File: src/rtl/result_serializer_pkg.sv
// Shared constants, state encodings and sizing helper for the result serializer.
// Holds the UART byte width used by the transmitter handshake.
package result_serializer_pkg;

   localparam int DATA_W = 16;
   localparam int MAX_N  = 15;
   localparam int ADDR_W = 8;
   localparam int BYTE_W = 8;

   typedef enum logic [3:0] {
      ST_IDLE,
      ST_FETCH,
      ST_LATCH,
      ST_SEND_HI,
      ST_SEND_LO,
      ST_NEXT,
`ifdef RESULT_CHECKSUM_EN
      ST_SEND_CK,
`endif
      ST_FIN
   } ser_state_e;

   typedef enum logic [1:0] {
      HS_IDLE,
      HS_SEND,
      HS_ACK,
      HS_WAIT
   } hs_state_e;

   // Element count for a requested dimension, clamped to MAX_N; 15*15 fits in 8 bits.
   function automatic logic [7:0] frame_total(input logic [3:0] size);
      logic [7:0] n;
      n = (size > 4'(MAX_N)) ? 8'(MAX_N) : {4'd0, size};
      return n * n;
   endfunction

endpackage

File: src/rtl/result_serializer_if.sv
// Control, result-RAM read port and UART handshake signals of the result serializer.
// master = serializer side, slave = controller/RAM/UART side.
interface result_serializer_if;
   import result_serializer_pkg::*;

   logic                start;
   logic [3:0]          matrix_size;
   logic                rd_en;
   logic [ADDR_W-1:0]   rd_addr;
   logic [DATA_W-1:0]   rd_data;
   logic [BYTE_W-1:0]   tx_data;
   logic                tx_start;
   logic                tx_busy;
   logic                busy;
   logic                done;

   modport master (
      input  start, matrix_size, rd_data, tx_busy,
      output rd_en, rd_addr, tx_data, tx_start, busy, done
   );

   modport slave (
      output start, matrix_size, rd_data, tx_busy,
      input  rd_en, rd_addr, tx_data, tx_start, busy, done
   );

endinterface

File: src/rtl/result_serializer_tx_byte_handshake.sv
// Sends one byte over the UART start/busy handshake: SEND (wait idle), ACK (busy rises), WAIT (busy falls).
// Latency: tx_start one cycle after req when idle; stalls indefinitely while tx_busy is high, byte_done when it falls.
module result_serializer_tx_byte_handshake
   import result_serializer_pkg::*;
(
   input  logic              clk,
   input  logic              rst,
   input  logic              req,
   input  logic [BYTE_W-1:0] byte_in,
   input  logic              tx_busy,
   output logic              tx_start,
   output logic [BYTE_W-1:0] tx_data,
   output logic              byte_done
);

   hs_state_e         state_q, state_d;
   logic [BYTE_W-1:0] pend_q, pend_d;
   logic [BYTE_W-1:0] tx_data_q, tx_data_d;
   logic              tx_start_q, tx_start_d;

   // tx_data only changes when a new byte is launched, so it stays put through a busy stall.
   always_comb begin
      state_d    = state_q;
      pend_d     = pend_q;
      tx_data_d  = tx_data_q;
      tx_start_d = 1'b0;
      if (req) begin
         if (!tx_busy) begin
            tx_start_d = 1'b1;
            tx_data_d  = byte_in;
            state_d    = HS_ACK;
         end else begin
            pend_d  = byte_in;
            state_d = HS_SEND;
         end
      end else begin
         case (state_q)
            HS_SEND: if (!tx_busy) begin
               tx_start_d = 1'b1;
               tx_data_d  = pend_q;
               state_d    = HS_ACK;
            end
            HS_ACK:  if (tx_busy)  state_d = HS_WAIT;
            HS_WAIT: if (!tx_busy) state_d = HS_IDLE;
            default: ;
         endcase
      end
   end

   always_ff @(posedge clk or posedge rst) begin
      if (rst) begin
         state_q    <= HS_IDLE;
         pend_q     <= '0;
         tx_data_q  <= '0;
         tx_start_q <= 1'b0;
      end else begin
         state_q    <= state_d;
         pend_q     <= pend_d;
         tx_data_q  <= tx_data_d;
         tx_start_q <= tx_start_d;
      end
   end

   assign tx_start  = tx_start_q;
   assign tx_data   = tx_data_q;
   assign byte_done = (state_q == HS_WAIT) && !tx_busy;

endmodule

File: src/rtl/result_serializer.sv
// Streams the N*N result matrix row-major as MSB/LSB byte pairs to the UART; optional XOR byte with RESULT_CHECKSUM_EN.
// Latency: start -> first tx_start 3 cycles; backpressure via tx_busy, held indefinitely with no timeout.
module result_serializer
   import result_serializer_pkg::*;
(
   input  logic               clk,
   input  logic               rst,
   result_serializer_if.master bus
);

   ser_state_e        state_q, state_d;
   logic [7:0]        total_q, total_d;
   logic [7:0]        idx_q, idx_d;
   logic [DATA_W-1:0] elem_q, elem_d;
   logic              rd_en_q, rd_en_d;
   logic [ADDR_W-1:0] rd_addr_q, rd_addr_d;
   logic              busy_q, busy_d;
   logic              done_q, done_d;
`ifdef RESULT_CHECKSUM_EN
   logic [BYTE_W-1:0] ck_q, ck_d;
`endif

   logic              hs_req;
   logic [BYTE_W-1:0] hs_byte;
   logic              hs_done;

   always_comb begin
      state_d   = state_q;
      total_d   = total_q;
      idx_d     = idx_q;
      elem_d    = elem_q;
      rd_addr_d = rd_addr_q;
      hs_req    = 1'b0;
      hs_byte   = elem_q[BYTE_W-1:0];
      case (state_q)
         ST_IDLE: if (bus.start) begin
            total_d = frame_total(bus.matrix_size);
            idx_d   = '0;
            state_d = (total_d == 8'd0) ? ST_FIN : ST_FETCH;
         end
         ST_FETCH: state_d = ST_LATCH;
         // RAM data is valid this cycle; the high byte goes straight to the handshake.
         ST_LATCH: begin
            elem_d  = bus.rd_data;
            hs_req  = 1'b1;
            hs_byte = bus.rd_data[DATA_W-1 -: BYTE_W];
            state_d = ST_SEND_HI;
         end
         ST_SEND_HI: if (hs_done) begin
            hs_req  = 1'b1;
            hs_byte = elem_q[BYTE_W-1:0];
            state_d = ST_SEND_LO;
         end
         ST_SEND_LO: if (hs_done) state_d = ST_NEXT;
         ST_NEXT: begin
            if (idx_q == total_q - 8'd1) begin
`ifdef RESULT_CHECKSUM_EN
               hs_req  = 1'b1;
               hs_byte = ck_q;
               state_d = ST_SEND_CK;
`else
               state_d = ST_FIN;
`endif
            end else begin
               idx_d   = idx_q + 8'd1;
               state_d = ST_FETCH;
            end
         end
`ifdef RESULT_CHECKSUM_EN
         ST_SEND_CK: if (hs_done) state_d = ST_FIN;
`endif
         ST_FIN:  state_d = ST_IDLE;
         default: state_d = ST_IDLE;
      endcase

      rd_en_d = (state_d == ST_FETCH);
      if (state_d == ST_FETCH) rd_addr_d = ADDR_W'(idx_d);
      busy_d  = (state_d != ST_IDLE);
      done_d  = (state_q == ST_FIN);
`ifdef RESULT_CHECKSUM_EN
      ck_d = (state_q == ST_IDLE) ? '0 : (hs_req ? (ck_q ^ hs_byte) : ck_q);
`endif
   end

   always_ff @(posedge clk or posedge rst) begin
      if (rst) begin
         state_q   <= ST_IDLE;
         total_q   <= '0;
         idx_q     <= '0;
         elem_q    <= '0;
         rd_en_q   <= 1'b0;
         rd_addr_q <= '0;
         busy_q    <= 1'b0;
         done_q    <= 1'b0;
`ifdef RESULT_CHECKSUM_EN
         ck_q      <= '0;
`endif
      end else begin
         state_q   <= state_d;
         total_q   <= total_d;
         idx_q     <= idx_d;
         elem_q    <= elem_d;
         rd_en_q   <= rd_en_d;
         rd_addr_q <= rd_addr_d;
         busy_q    <= busy_d;
         done_q    <= done_d;
`ifdef RESULT_CHECKSUM_EN
         ck_q      <= ck_d;
`endif
      end
   end

   result_serializer_tx_byte_handshake u_tx_hs (
      .clk       (clk),
      .rst       (rst),
      .req       (hs_req),
      .byte_in   (hs_byte),
      .tx_busy   (bus.tx_busy),
      .tx_start  (bus.tx_start),
      .tx_data   (bus.tx_data),
      .byte_done (hs_done)
   );

   assign bus.rd_en   = rd_en_q;
   assign bus.rd_addr = rd_addr_q;
   assign bus.busy    = busy_q;
   assign bus.done    = done_q;

endmodule
File: src/flat_wrapper.sv
// flat-port wrapper written by rule: the top's interface ports become plain ports
module result_serializer_flat import result_serializer_pkg::*;
  (clk, rst, bus_start, bus_matrix_size, bus_rd_data, bus_tx_busy, bus_rd_en, bus_rd_addr, bus_tx_data, bus_tx_start, bus_busy, bus_done);
  result_serializer_if bus_i ();
  input  logic clk;
  input  logic rst;
  input wire logic [$bits(bus_i.start)-1:0] bus_start;
  input wire logic [$bits(bus_i.matrix_size)-1:0] bus_matrix_size;
  input wire logic [$bits(bus_i.rd_data)-1:0] bus_rd_data;
  input wire logic [$bits(bus_i.tx_busy)-1:0] bus_tx_busy;
  output wire logic [$bits(bus_i.rd_en)-1:0] bus_rd_en;
  output wire logic [$bits(bus_i.rd_addr)-1:0] bus_rd_addr;
  output wire logic [$bits(bus_i.tx_data)-1:0] bus_tx_data;
  output wire logic [$bits(bus_i.tx_start)-1:0] bus_tx_start;
  output wire logic [$bits(bus_i.busy)-1:0] bus_busy;
  output wire logic [$bits(bus_i.done)-1:0] bus_done;
  assign bus_i.start = bus_start;
  assign bus_i.matrix_size = bus_matrix_size;
  assign bus_i.rd_data = bus_rd_data;
  assign bus_i.tx_busy = bus_tx_busy;
  assign bus_rd_en = bus_i.rd_en;
  assign bus_rd_addr = bus_i.rd_addr;
  assign bus_tx_data = bus_i.tx_data;
  assign bus_tx_start = bus_i.tx_start;
  assign bus_busy = bus_i.busy;
  assign bus_done = bus_i.done;
  result_serializer u_core (.clk(clk), .rst(rst), .bus(bus_i));
endmodule
File: config.mk
export PLATFORM = sky130hd
export DESIGN_NAME = result_serializer_flat
export DESIGN_NICKNAME = d
export VERILOG_FILES = /design/src/rtl/result_serializer_pkg.sv /design/src/rtl/result_serializer_if.sv /design/src/rtl/result_serializer_tx_byte_handshake.sv /design/src/rtl/result_serializer.sv /design/src/flat_wrapper.sv
export SDC_FILE = /design/constraint.sdc
export NUM_CORES = 1
export LEC_CHECK = 0
export BUFFER_PORTS_ARGS = -buffer_cell sky130_fd_sc_hd__buf_2
export CAP_MARGIN = 10
export CORE_UTILIZATION = 42
export CTS_CLUSTER_SIZE = 40
export DETAILED_ROUTE_END_ITERATION = 10
export PLACE_DENSITY = 0.73
export SLEW_MARGIN = 30
export SYNTH_ARGS = -nofsm -noshare
export SYNTH_HDL_FRONTEND = slang
export SYNTH_HIERARCHICAL = 1
export SYNTH_SLANG_ARGS = --single-unit
File: constraint.sdc
create_clock -name clk -period 2.3 [get_ports clk]
set_input_delay 0.115 -clock clk [delete_from_list [all_inputs] [get_ports clk]]
set_output_delay 0.115 -clock clk [all_outputs]
set_load 0.02 [all_outputs]
* After elaboration in Yosys (flattened, before gate mapping)
Index checks and enable logic that the tools add are counted.
** Operators by class
- $add $sub $neg :: 2
- Multipliers :: 1
- Divide/modulo/power cells :: 0
- $lt $le $gt $ge :: 1
- Eq/ne operators :: 16
- Shift-type cells :: 0
- Mux-type cells :: 26
- Bitwise gates (word level) :: 0
- Reductions and logical operators :: 11
** Operators with widths (count)
- $mux W8 :: 7
- $pmux W4 S6 :: 1
- $mux W4 :: 4
- $pmux W8 S2 :: 1
- $eq A4 B3 Y1 const B :: 3
- $mux W2 :: 5
- $ne A3 B2 Y1 const B :: 3
- $add A8 B1 Y8 const B :: 1
- $eq A4 B1 Y1 const B :: 2
- $eq A4 B2 Y1 const B :: 2
- $eq A8 B8 Y1 :: 1
- $logic_not A8 Y1 :: 1
- $mul A8 B8 Y8 :: 1
- $reduce_bool A4 Y1 :: 2
- $sub A8 B1 Y8 const B :: 1
- $mux W3 :: 2
- $pmux W2 S3 :: 1
- $eq A2 B2 Y1 const B :: 2
- $gt A4 B4 Y1 const B :: 1
- $logic_not A4 Y1 :: 1
- $mux W1 :: 4
- $ne A2 B2 Y1 const B :: 2
- $reduce_and A2 Y1 :: 2
- $reduce_and A4 Y1 :: 1
- 6 further kinds :: 6
** Word-level totals
- Bits in registers :: 58
- Bits in latches :: 0
- Memory bits (writable) :: 0
- ROM bits :: 0
- Output and inout bits :: 20
- Logic and storage cells :: 69
- Memories kept :: 0

* Longest topological paths before layout
Gate-level depths: netlist of the first run.
- Depth after elaboration :: 8
- Mapped depth :: 9
- Mapped depth without buffers :: 8

* Modules after synthesis
Netlist of the first run, hierarchy kept.
** By module, submodules not included
- result_serializer :: times used 1, cells each 229, area an instance 2044.5 µm², seq. area each 950.9 µm²
- result_serializer_tx_byte_handshake :: times used 1, cells each 75, area an instance 899.6 µm², seq. area each 475.5 µm²

* Worst setup path after synthesis of the first run
No wires, ideal clock.
- Path type :: flip-flop to flip-flop
- From :: register u_core.total_q[0]
- To :: register u_core.rd_addr_q[7], in the netlist u_core/bus.rd_addr[7]
- Data arrival time :: 2321 ps
- Data required time :: 2218 ps
- Slack :: -103 ps
- Stages on the path, launching flop included :: 10
- Clock period less this slack :: 2403 ps
- Path through :: dfrtp_1 > inv_1 > ha_1 > nand2b_1 > or4_1 > a211o_1 > o31a_1 > or2_1 > buf_6 > a31oi_1
** On the way
- Cells in the longest elaborated chain, start to end :: 5
** RTL lines
- start: declaration :: line result_serializer.sv:12 : logic [7:0] total_q, total_d;
- start signal: assignment :: line result_serializer.sv:100 : total_q <= total_d;
- $sub A8 B1 Y8 :: line result_serializer.sv:56 : if (idx_q == total_q - 8'd1) begin
- $eq A8 B8 Y1 :: line result_serializer.sv:56
- $mux W3 :: line result_serializer.sv:56
- $pmux W4 S6 :: line result_serializer.sv:35 : case (state_q)
- $eq A4 B1 Y1
- via u_core.rd_en_d :: line result_serializer.sv:15 : logic rd_en_q, rd_en_d;
- end signal: assignment :: line result_serializer.sv:104 : rd_addr_q <= rd_addr_d;
- end: declaration :: line result_serializer.sv:16 : logic [ADDR_W-1:0] rd_addr_q, rd_addr_d;
The timed path passes the listed nets, and every way through them passes these cells.
A chain may end at the register's enable or synchronous reset.

* Worst setup path in the final report of the first run
- From :: register u_core.total_q[0]
- To :: register u_core.rd_addr_q[2], in the netlist u_core/bus.rd_addr[2]
** On the way
- Cells in the longest elaborated chain, start to end :: 5
** RTL lines
- $sub A8 B1 Y8 (*) :: line result_serializer.sv:56
- $eq A8 B8 Y1 (*) :: line result_serializer.sv:56
- $mux W3 :: line result_serializer.sv:56
- $pmux W4 S6 :: line result_serializer.sv:35
- $eq A4 B1 Y1 :: line result_serializer.sv:77 : if (state_d == ST_FETCH) rd_addr_d = ADDR_W'(idx_d);
Mark *: on every way between the ends. The rest lies on a longest branch, timed or not.

==> results of run 1 <==
per-layer routing:
| metal | share of wire | up-vias |
|---|---|---|
| met5 | 0 | - |
| met4 | 0.017 | 0 |
| met3 | 0.026 | 9 |
| met2 | 0.49 | 32 |
| met1 | 0.47 | 1155 |
| li1 | - | 1213 |
worst max-delay path by stage:
stage / startpoint / end / slack, ns / depth (start not counted)
6_report: u_core/total_q[0] / u_core/bus.rd_addr[2] / -0.05 / 9
5_1_grt: u_core/total_q[2] / u_core/bus.rd_addr[2] / -0.16 / 9
4_1_cts: u_core/total_q[0] / u_core/bus.rd_addr[5] / -0.03 / 9
3_5_place_dp: u_core/total_q[0] / u_core/bus.rd_addr[2] / -0.03 / 9
3_3_place_gp: u_core/total_q[0] / u_core/bus.rd_addr[7] / 0.02 / 8
2_1_floorplan: u_core/total_q[0] / u_core/bus.rd_addr[7] / -0.02 / 9
worst register-to-register path, delay by kind of cell (launching register included):
kind / cells / cell delay (ns)
compound gates: 4 / 0.94
buf+inv: 2 / 0.21
simple gates: 2 / 0.57
fa+ha+maj: 1 / 0.18
flops: 1 / 0.37
cell type report:
class	instances	area [µm²]
multi-input combinational	222	1460
sequential	57	1430
fill	587	3080
timing repair buffer	71	449
clock buffer	11	131
clock inverter	5	80.1
inverter	13	48.8
tap	96	120
kinds of logic after synthesis:
kind of cell | Yosys count | share of synthesized area
other | 1 | 0.00127
adders and majority gates | 10 | 0.0450
AOI/OAI and AO/OA | 53 | 0.116
muxes | 19 | 0.0693
buffers and inverters | 25 | 0.0357
DFF | 57 | 0.484
and+or+nand+nor | 129 | 0.218
xor gates and xnor gates | 10 | 0.0297
cell usage in the layout, fill, tap and decap left out, types with 4 or more instances in the layout:
| cell type | synthesis | layout |
|---|---|---|
| a21oi_1 | 6 | 5 |
| a31oi_1 | 7 | 6 |
| and2_1 | 4 | 4 |
| buf_2 | 3 | 44 |
| buf_4 | 0 | 17 |
| clkbuf_8 | 0 | 9 |
| dfrtp_1 | 57 | 57 |
| dlygate4sd3_1 | 0 | 9 |
| ha_1 | 9 | 8 |
| inv_1 | 13 | 13 |
| mux2_2 | 11 | 11 |
| mux2i_1 | 8 | 8 |
| nand2_1 | 69 | 68 |
| nand2b_1 | 5 | 5 |
| nand3_1 | 5 | 5 |
| nor2_1 | 6 | 6 |
| nor3_1 | 9 | 8 |
| nor4_1 | 5 | 5 |
| o211ai_1 | 5 | 5 |
| o21ai_0 | 17 | 17 |
| xnor2_1 | 6 | 6 |
| xor2_1 | 4 | 4 |
through the flow:
stage	worst slack, ns	power, mW	instance area, µm²
global placement	0.0222	2.82	3370
floorplan	-0.0165	2.47	2950
finish	-0.0468	3.90	3720
CTS	-0.0350	3.91	3670
global route	-0.158	4.17	3720
detailed placement	-0.0278	2.89	3370
state kept, by name, indices dropped and copies added, names as in the netlist:
name and count:
u_core/total_q 7, u_core/state_q 4, u_core/u_tx_hs/tx_data 8, u_core/bus.done 1, u_core/elem_q 8, u_core/idx_q 8, u_core/u_tx_hs/pend_q 8, u_core/u_tx_hs/tx_start 1
u_core/bus.rd_addr 8, u_core/u_tx_hs/state_q 2, u_core/bus.busy 1, u_core/bus.rd_en 1
report_power, final:
| part | switching [mW] | leakage (nW) | internal [mW] |
|---|---|---|---|
| Sequential | 0.178 | 0.729 | 1.33 |
| Combinational | 0.784 | 0.981 | 0.608 |
| Clock | 0.388 | 0.0995 | 0.608 |
timing repair:
action                                  4_1_cts  5_1_grt
endpoints found under the hold margin        65        0
endpoints found under the setup margin        4       32
pin swaps                                     1        1
gates cloned                                  0        1
gates resized for setup                       2        9
hold buffers                                  9        0
==> qor.yml, run 1 <==
global_routing:
  track_usage: 0.183
  gr-max-usage-layer: "met2"
  grt_pass1_wl_um: 10400
  antenna_found_initial: 0
  grt_use_met1: 0.230
  grt_overflow: 0
  met3_usage: 0.0366
  grt_pass1_vias: 2301
  grt_max_degree: 39
  met2_usage: 0.303
logic_synthesis:
  synth_top_area_cell: "dfrtp_1"
  netlist.area_leader.share: 0.484
  yosysWarnings: 6
  ys.flop_type: "dfrtp_1"
  synthTopCellsByArea: "dfrtp_1 48%, nand2_1 8.8%, mux2_2 4.2%, ha_1 3.8%, o21ai_0 2.9%"
  async_reset_ff_frac: 1.00
  synth_edf_count: 0
  synth_common_cells: "69 x nand2_1, 57 x dfrtp_1, 17 x o21ai_0"
  ys_types: 50
  synthesis.nets: 338
  synthCells: 304
  synth.most_common_cell: "nand2_1"
  syn_area_per_cell_um2: 9.68
  synth-seq-cells: 57
  synth-seq-area-share: 0.484
  netlist_area_um2: 2940
timing:
  finalSetupViolCount: 4
  fin_crit_ns: 2.35
  fin_worst_skew_ns: 0.00959
  fin_ws_ns: -0.0468
  fin_crit_sh: 1.02
  fmax_ghz: 0.426
  tightest_slew_ns: 0.719
  whs_ns: 0.0645
  fin_tns_setup_ns: -0.0726
  relSlewSlack: 0.520
  report.final.slew_viol_count: 0
  final_hold_viol_count: 0
  rsz0062_at_grt: "yes"
worst_setup_path:
  startpoint_type: "flip-flop"
  crit_slowest_cell: "or4_1"
  critPathBufInv: 2
  ff2ff_setup_slack_ns: -0.05
  path_delay_family: "compound AO/OA/AOI/OAI gates"
  r2r_end: "u_core/bus.rd_addr[2]"
  r2r-start: "u_core/total_q[0]"
  path_max_fanout: 7
  crit_chain: "inv_1, ha_2, nand2b_1, or4_1, a211o_1, o31a_1, buf_6, a21o_1, a31oi_1"
  path_class: "flip-flop to flip-flop"
  cp.arrival_ns: 2.60
  cp-end-kind: "flip-flop"
  reg2reg_depth: 9
  crit_required_ns: 2.56
  slowest_delay_ns: 0.50
clock_tree:
  clock_latency_ns: 0.33
  cts_tree: "yes"
  cts_buffer_depth: 2
  cts-buffers-inserted: 9
  clkSinkCount: 57
  clkSlewWorstSetupHoldPaths_ns: 0.07
  htree_levels: 3
  cts_setup_buffers: 0
  cts-root-buf: "clkbuf_8"
run:
  max_cap_viol_count: 0
hold_path:
  min_from: "bus_matrix_size[2]"
  hold_end: "u_core/total_q[7]"
  hold_depth: 3
  hp-class: "input port to flip-flop"
drt:
  drcViolationCount: 0
  firstDrtPassIters: 6
  detail-route-antenna-nets: 0
  drt-initial-drc-count: 68
  wl_um: 6220
  num_vias: 2409
  wl_per_cell_um: 13.1
  vias_per_cell: 5.07
power_and_ir_drop:
  power_density_nw_per_um2: 1050
  power_leakage_nw: 1.81
  peakVddDrop_v: 0.000350
die:
  io_pins: 44
  die_w_um: 85.7
  num_rows: 30
  dieArea_um2: 7350
  die_h_um: 85.7
  initial_utilization: 0.433
  core_area_um2: 6790
place:
  dp_cells: 449
  gp_congestion: 0.825
  hpwl_um: 4350
  io_buffers: 43
layout:
  stdcell_count: 475
  area_growth_pct: 26.3
  fin_util: 0.547
  antenna_cells: 0
  final_net_count: 408
  drive_gt1_frac: 0.264
outcome:
  status: "finished, violations left"
  violations: "setup timing"
No activity file was read; power rests on OpenSTA's default activity.
==> run 2: changes to the inputs <==
--- a/config.mk
+++ b/config.mk
@@ -11,6 +11,7 @@
 export CTS_CLUSTER_SIZE = 40
 export DETAILED_ROUTE_END_ITERATION = 10
 export PLACE_DENSITY = 0.73
+export SKIP_LAST_GASP = 1
 export SLEW_MARGIN = 30
 export SYNTH_ARGS = -nofsm -noshare
 export SYNTH_HDL_FRONTEND = slang
==> constraint.sdc (replaced) <==
create_clock -name clk -period 2.1 [get_ports clk]
set_input_delay 0.105 -clock clk [delete_from_list [all_inputs] [get_ports clk]]
set_output_delay 0.105 -clock clk [all_outputs]
set_load 0.02 [all_outputs]
==> qor.yml, run 2 (same netlist as run 1, synthesis figures left out) <==
power_and_ir_drop:
  power_density_nw_per_um2: 1130  # +7.6%
  peakVddDrop_v: 0.000355  # +1.2%
  power_mw: 4.39  # +13%
  power_leakage_nw: 1.91  # +5.6%
layout:
  n_fill_cell: 579  # -1.4%
  layout_commonest_cell: "nand2_1"
  antenna_cells: 0  # unchanged
  mostFrequentLayoutCells: "69 x nand2_1, 57 x dfrtp_1, 44 x buf_2"
  area_growth_pct: 32.2
  fin_util: 0.573  # +0.0256
  fin_area_um2: 3890  # +4.7%
  regArea_um2: 1430  # unchanged
  stdcell_count: 493  # +3.8%
  final_net_count: 426  # +4.4%
  multi_input_area_um2: 1510  # +3.3%
  drive_gt1_frac: 0.312  # +0.0485
run:
  max_cap_viol_count: 0  # unchanged
clock_tree:
  clkSlewWorstSetupHoldPaths_ns: 0.07  # about the same
  cts_buffer_depth: 2  # unchanged
  htree_levels: 3  # unchanged
  cts-buffers-inserted: 9  # unchanged
  cts_tree: "yes"
  cts-root-buf: "clkbuf_8"
  clkSinkCount: 57  # unchanged
  clock_latency_ns: 0.33  # about the same
worst_setup_path:
  crit_required_ns: 2.36  # -0.20 ns
  reg2reg_depth: 9  # unchanged
  startpoint_type: "flip-flop"
  crit_path_end: "u_core/bus.rd_addr[2]"
  path_class: "flip-flop to flip-flop"
  path_max_fanout: 5  # -2
  ff2ff_setup_slack_ns: -0.22  # -0.17 ns
  cp.arrival_ns: 2.57  # -0.03 ns
  crit_start: "u_core/total_q[2]"
  r2r-start: "u_core/total_q[2]"
  r2r_end: "u_core/bus.rd_addr[2]"
  cp-end-kind: "flip-flop"
global_routing:
  grt_pass1_vias: 2406  # +4.6%
  grt_max_degree: 39  # unchanged
  grt_overflow: 0  # unchanged
  antenna_found_initial: 0  # unchanged
  track_usage: 0.186  # +0.00248
  grt_pass1_wl_um: 10800  # +3.2%
timing:
  fmax_ghz: 0.432  # +1.3%
  fin_crit_sh: 1.10  # +0.0825
  finalSetupViolCount: 17  # +13
  final_hold_viol_count: 0  # unchanged
  relSlewSlack: 0.500  # -0.0204
  rsz0062_at_grt: "yes"
  whs_ns: 0.0609  # -0.00356 ns
  tightest_slew_ns: 0.749  # +0.0306 ns
  fin_tns_setup_ns: -2.60  # -2.53 ns
  fin_ws_ns: -0.216  # -0.169 ns
  fin_worst_skew_ns: 0.00906  # -0.000530 ns
  fin_crit_ns: 2.32  # -0.0309 ns
  report.final.slew_viol_count: 0  # unchanged
place:
  dp_cells: 464  # +3.3%
  post-place-ws_ns: -0.181  # -0.153 ns
  io_buffers: 43  # unchanged
  placed_area_um2: 3480  # +3.3%
  hpwl_um: 4500  # +3.4%
  gp_congestion: 0.854  # +3.4%
drt:
  firstDrtPassIters: 4  # -2
  detail-route-antenna-nets: 0  # unchanged
  vias_per_cell: 5.12  # +0.99%
  drcViolationCount: 0  # unchanged
  wl_per_cell_um: 13.3  # +1.8%
  num_vias: 2525  # +4.8%
  drt-initial-drc-count: 104  # +53%
  wl_um: 6580  # +5.7%
outcome:
  status: "finished, violations left"
  violations: "setup timing"
die:
  dieArea_um2: 7350  # unchanged
  die_w_um: 85.7  # unchanged
  core_area_um2: 6790  # unchanged
  die_h_um: 85.7  # unchanged
  num_rows: 30  # unchanged
  io_pins: 44  # unchanged
  initial_utilization: 0.433  # unchanged
hold_path:
  hp-class: "input port to flip-flop"
  min_from: "bus_matrix_size[2]"
-- run 2: worst max-delay path, cell delays in order, from the launching register on --
cell and delay (ns):
dfrtp_1 0.38, inv_1 0.07, ha_2 0.17, nand2b_1 0.07, or4_1 0.47, a211o_1 0.30, o31a_1 0.31, buf_6 0.15
a21o_1 0.20, a31oi_2 0.13
-- run 2: layout make-up --
type | count | area share
Sequential cell | 57 | 0.366
Inverter | 13 | 0.0125
Tap cell | 96 | 0.0309
Clock buffer | 10 | 0.0354
Timing Repair Buffer | 88 | 0.149
Multi-Input combinational cell | 223 | 0.388
Clock inverter | 6 | 0.0174
-- run 2: how the worst min path moves through the flow --
stage	endpoint	slack, ns	cells past startpoint
6_report	u_core/total_q[7]	0.06	3
3_5_place_dp	u_core/elem_q[6]	0.26	3
2_1_floorplan	u_core/u_tx_hs/pend_q[0]	0.06	1
4_1_cts	u_core/total_q[7]	0.06	3
5_1_grt	u_core/total_q[7]	0.07	3
3_3_place_gp	u_core/elem_q[6]	0.26	3
-- run 2: per-layer routing --
layer  global-route usage  wire length, µm  up-vias
met5                    0                0        -
met4               0.0591               73        0
met3               0.0298              156        6
met2                0.323             3350       45
met1                0.237             3000     1223
li1                     -                -     1251
-- run 2: where the power goes --
group / internal (mW) / total, mW / switching, mW / leakage (nW)
registers: 1.46 / 1.63 / 0.172 / 0.729
clock network: 0.581 / 1.03 / 0.452 / 0.0985
logic: 0.789 / 1.73 / 0.938 / 1.08
-- run 2: repair_timing --
action / CTS / global route
setup endpoints to repair: 17 / 37
hold buffers: 9 / 0
cloned: 0 / 2
gates resized for setup: 5 / 14
pin swaps: 1 / 2
hold endpoints to repair: 65 / 0
buffers inserted: 2 / 1
==> run 3: changes to the inputs <==
--- a/config.mk
+++ b/config.mk
@@ -11,7 +11,7 @@
 export CTS_CLUSTER_SIZE = 40
 export DETAILED_ROUTE_END_ITERATION = 10
 export PLACE_DENSITY = 0.73
-export SKIP_LAST_GASP = 1
+export RECOVER_POWER = 50
 export SLEW_MARGIN = 30
 export SYNTH_ARGS = -nofsm -noshare
 export SYNTH_HDL_FRONTEND = slang
==> constraint.sdc (replaced) <==
create_clock -name clk -period 2.1 [get_ports clk]
set_input_delay 0.42 -clock clk [delete_from_list [all_inputs] [get_ports clk]]
set_output_delay 0.42 -clock clk [all_outputs]
set_load 0.02 [all_outputs]
==> qor.yml, run 3 (same netlist as run 1, synthesis figures left out) <==
outcome:
  status: "finished, violations left"
  violations: "setup timing"
run:
  max_cap_viol_count: 0  # unchanged
timing:
  rsz0062_at_grt: "yes"
  fin_crit_ns: 2.38  # +0.0628 ns
  fin_ws_ns: -0.279  # -0.0628 ns
  tightest_slew_ns: 0.959  # +0.210 ns
  final_hold_viol_count: 0  # unchanged
  relSlewSlack: 0.361  # -0.139
  finalSetupViolCount: 20  # +3
  report.final.slew_viol_count: 0  # unchanged
  fmax_ghz: 0.420  # -2.6%
  fin_crit_sh: 1.13  # +0.0299
  fin_worst_skew_ns: 0.00625  # -0.00281 ns
layout:
  fin_util: 0.559  # -0.0140
  final_net_count: 420  # -1.4%
  drive_gt1_frac: 0.324  # +0.0116
  antenna_cells: 0  # unchanged
  stdcell_count: 485  # -1.6%
  mostFrequentLayoutCells: "68 x nand2_1, 57 x dfrtp_1, 44 x buf_2"
  area_growth_pct: 29.0
  n_fill_cell: 618  # +6.7%
  layout_commonest_cell: "nand2_1"
worst_setup_path:
  reg2reg_depth: 9  # unchanged
  cp.arrival_ns: 2.63  # +0.06 ns
  crit_chain: "inv_1, ha_2, nand2b_1, or4_1, a211o_1, o31a_1, buf_6, a21o_1, a31oi_1"
  path_class: "flip-flop to flip-flop"
  r2r-start: "u_core/total_q[2]"
  path_max_fanout: 9  # +4
  slowest_delay_ns: 0.47  # about the same
  r2r_end: "u_core/bus.rd_addr[2]"
  ff2ff_setup_slack_ns: -0.28  # -0.06 ns
  startpoint_type: "flip-flop"
  crit_slowest_cell: "or4_1"
  crit_required_ns: 2.35  # about the same
  cp-end-kind: "flip-flop"
drt:
  detail-route-antenna-nets: 0  # unchanged
  drcViolationCount: 0  # unchanged
  drt-initial-drc-count: 99  # -4.8%
  wl_um: 6750  # +2.7%
  firstDrtPassIters: 4  # unchanged
  wl_per_cell_um: 13.9  # +4.4%
  vias_per_cell: 5.15  # +0.64%
  num_vias: 2500  # -0.99%
die:
  io_pins: 44  # unchanged
  die_h_um: 85.7  # unchanged
  die_w_um: 85.7  # unchanged
  dieArea_um2: 7350  # unchanged
  initial_utilization: 0.433  # unchanged
  num_rows: 30  # unchanged
  core_area_um2: 6790  # unchanged
power_and_ir_drop:
  peakVddDrop_v: 0.000347  # -2.1%
  power_density_nw_per_um2: 1120  # -0.67%
  power_leakage_nw: 1.88  # -1.7%
clock_tree:
  clkSinkCount: 57  # unchanged
  cts-buffers-inserted: 9  # unchanged
  cts_buffer_depth: 2  # unchanged
  clock_latency_ns: 0.33  # about the same
  clkSlewWorstSetupHoldPaths_ns: 0.06  # about the same
  cts-root-buf: "clkbuf_8"
  htree_levels: 3  # unchanged
  holdBufCountCts: 0  # -9
  cts_tree: "yes"
hold_path:
  hp-class: "input port to async pin"
place:
  dp_cells: 467  # +0.65%
  post-place-ws_ns: -0.238  # -0.0573 ns
  gp_congestion: 0.796  # -6.7%
  io_buffers: 43  # unchanged
  hpwl_um: 4760  # +5.7%
global_routing:
  grt_overflow: 0  # unchanged
  grt_pass1_vias: 2420  # +0.58%
  grt_max_degree: 39  # unchanged
  track_usage: 0.195  # +0.00900
  antenna_found_initial: 0  # unchanged
  grt_pass1_wl_um: 11200  # +3.6%
-- run 3: cell count changes in the layout (fill, tap and decap cells not counted), moves of 2 or more --
cell	previous run	this run
buf_6	2	5
clkinv_4	2	0
dlygate4sd3_1	9	0
or2_2	2	0
nor3_2	2	0
a21oi_2	0	2
-- run 3: critical path: cells and delay by family (launching register included) --
family | cells | cell delay, ns
buffers and inverters | 2 | 0.22
DFF | 1 | 0.38
and+or+nand+nor | 2 | 0.55
AOI/OAI and AO/OA | 4 | 0.97
adders and majority gates | 1 | 0.18
-- run 3: timing repair --
action	in CTS	in global routing
cloned	1	0
setup buffers	3	1
gates resized for setup	14	11
pin swaps	5	5
endpoints found under the setup margin	19	37
-- run 3: worst max-delay path by stage --
stage / end / depth (start not counted) / slack [ns] / start
2_1_floorplan: u_core/bus.rd_addr[7] / 9 / -0.17 / u_core/total_q[0]
3_3_place_gp: u_core/bus.rd_addr[7] / 8 / -0.16 / u_core/total_q[2]
3_5_place_dp: u_core/bus.rd_addr[7] / 8 / -0.24 / u_core/total_q[2]
4_1_cts: u_core/bus.rd_addr[2] / 9 / -0.22 / u_core/total_q[2]
5_1_grt: u_core/bus.rd_addr[7] / 8 / -0.35 / u_core/total_q[2]
6_report: u_core/bus.rd_addr[2] / 9 / -0.28 / u_core/total_q[2]
-- run 3: through the flow --
| stage | area [µm²] | hold WS, ns | TNS (ns) | total power [mW] |
|---|---|---|---|---|
| floorplan | 2950 | 0.371 | -1.64 | 2.70 |
| global placement | 3500 | 0.444 | -1.51 | 3.20 |
| detailed placement | 3500 | 0.450 | -2.74 | 3.30 |
| CTS | 3760 | 0.221 | -2.85 | 4.26 |
| global route | 3800 | 0.277 | -5.30 | 4.54 |
| finish | 3800 | 0.226 | -3.91 | 4.26 |
-- run 3: layer usage --
metal  GRT usage  vias up  share of wire  routed length [µm]
met5           0        -              0                   0
met2       0.336       53           0.52                3480
met4      0.0636        0          0.015                 104
met3      0.0462        9          0.027                 182
li1            -     1238              -                   -
met1       0.240     1200           0.44                2990
-- run 3: power breakdown --
part	total [mW]	switching (mW)	leakage (nW)	internal [mW]
registers	1.64	0.182	0.729	1.46
logic	1.73	0.952	1.06	0.777
clock network	0.884	0.410	0.0871	0.474
-- run 3: area by class of cell --
class,instances,area (µm²),area share
clock buffer,11,151,0.0399
clock inverter,3,17.5,0.00461
inverter,13,48.8,0.0129
multi-input combinational,222,1500,0.396
sequential,57,1430,0.376
tap,96,120,0.0316
timing repair buffer,83,529,0.139
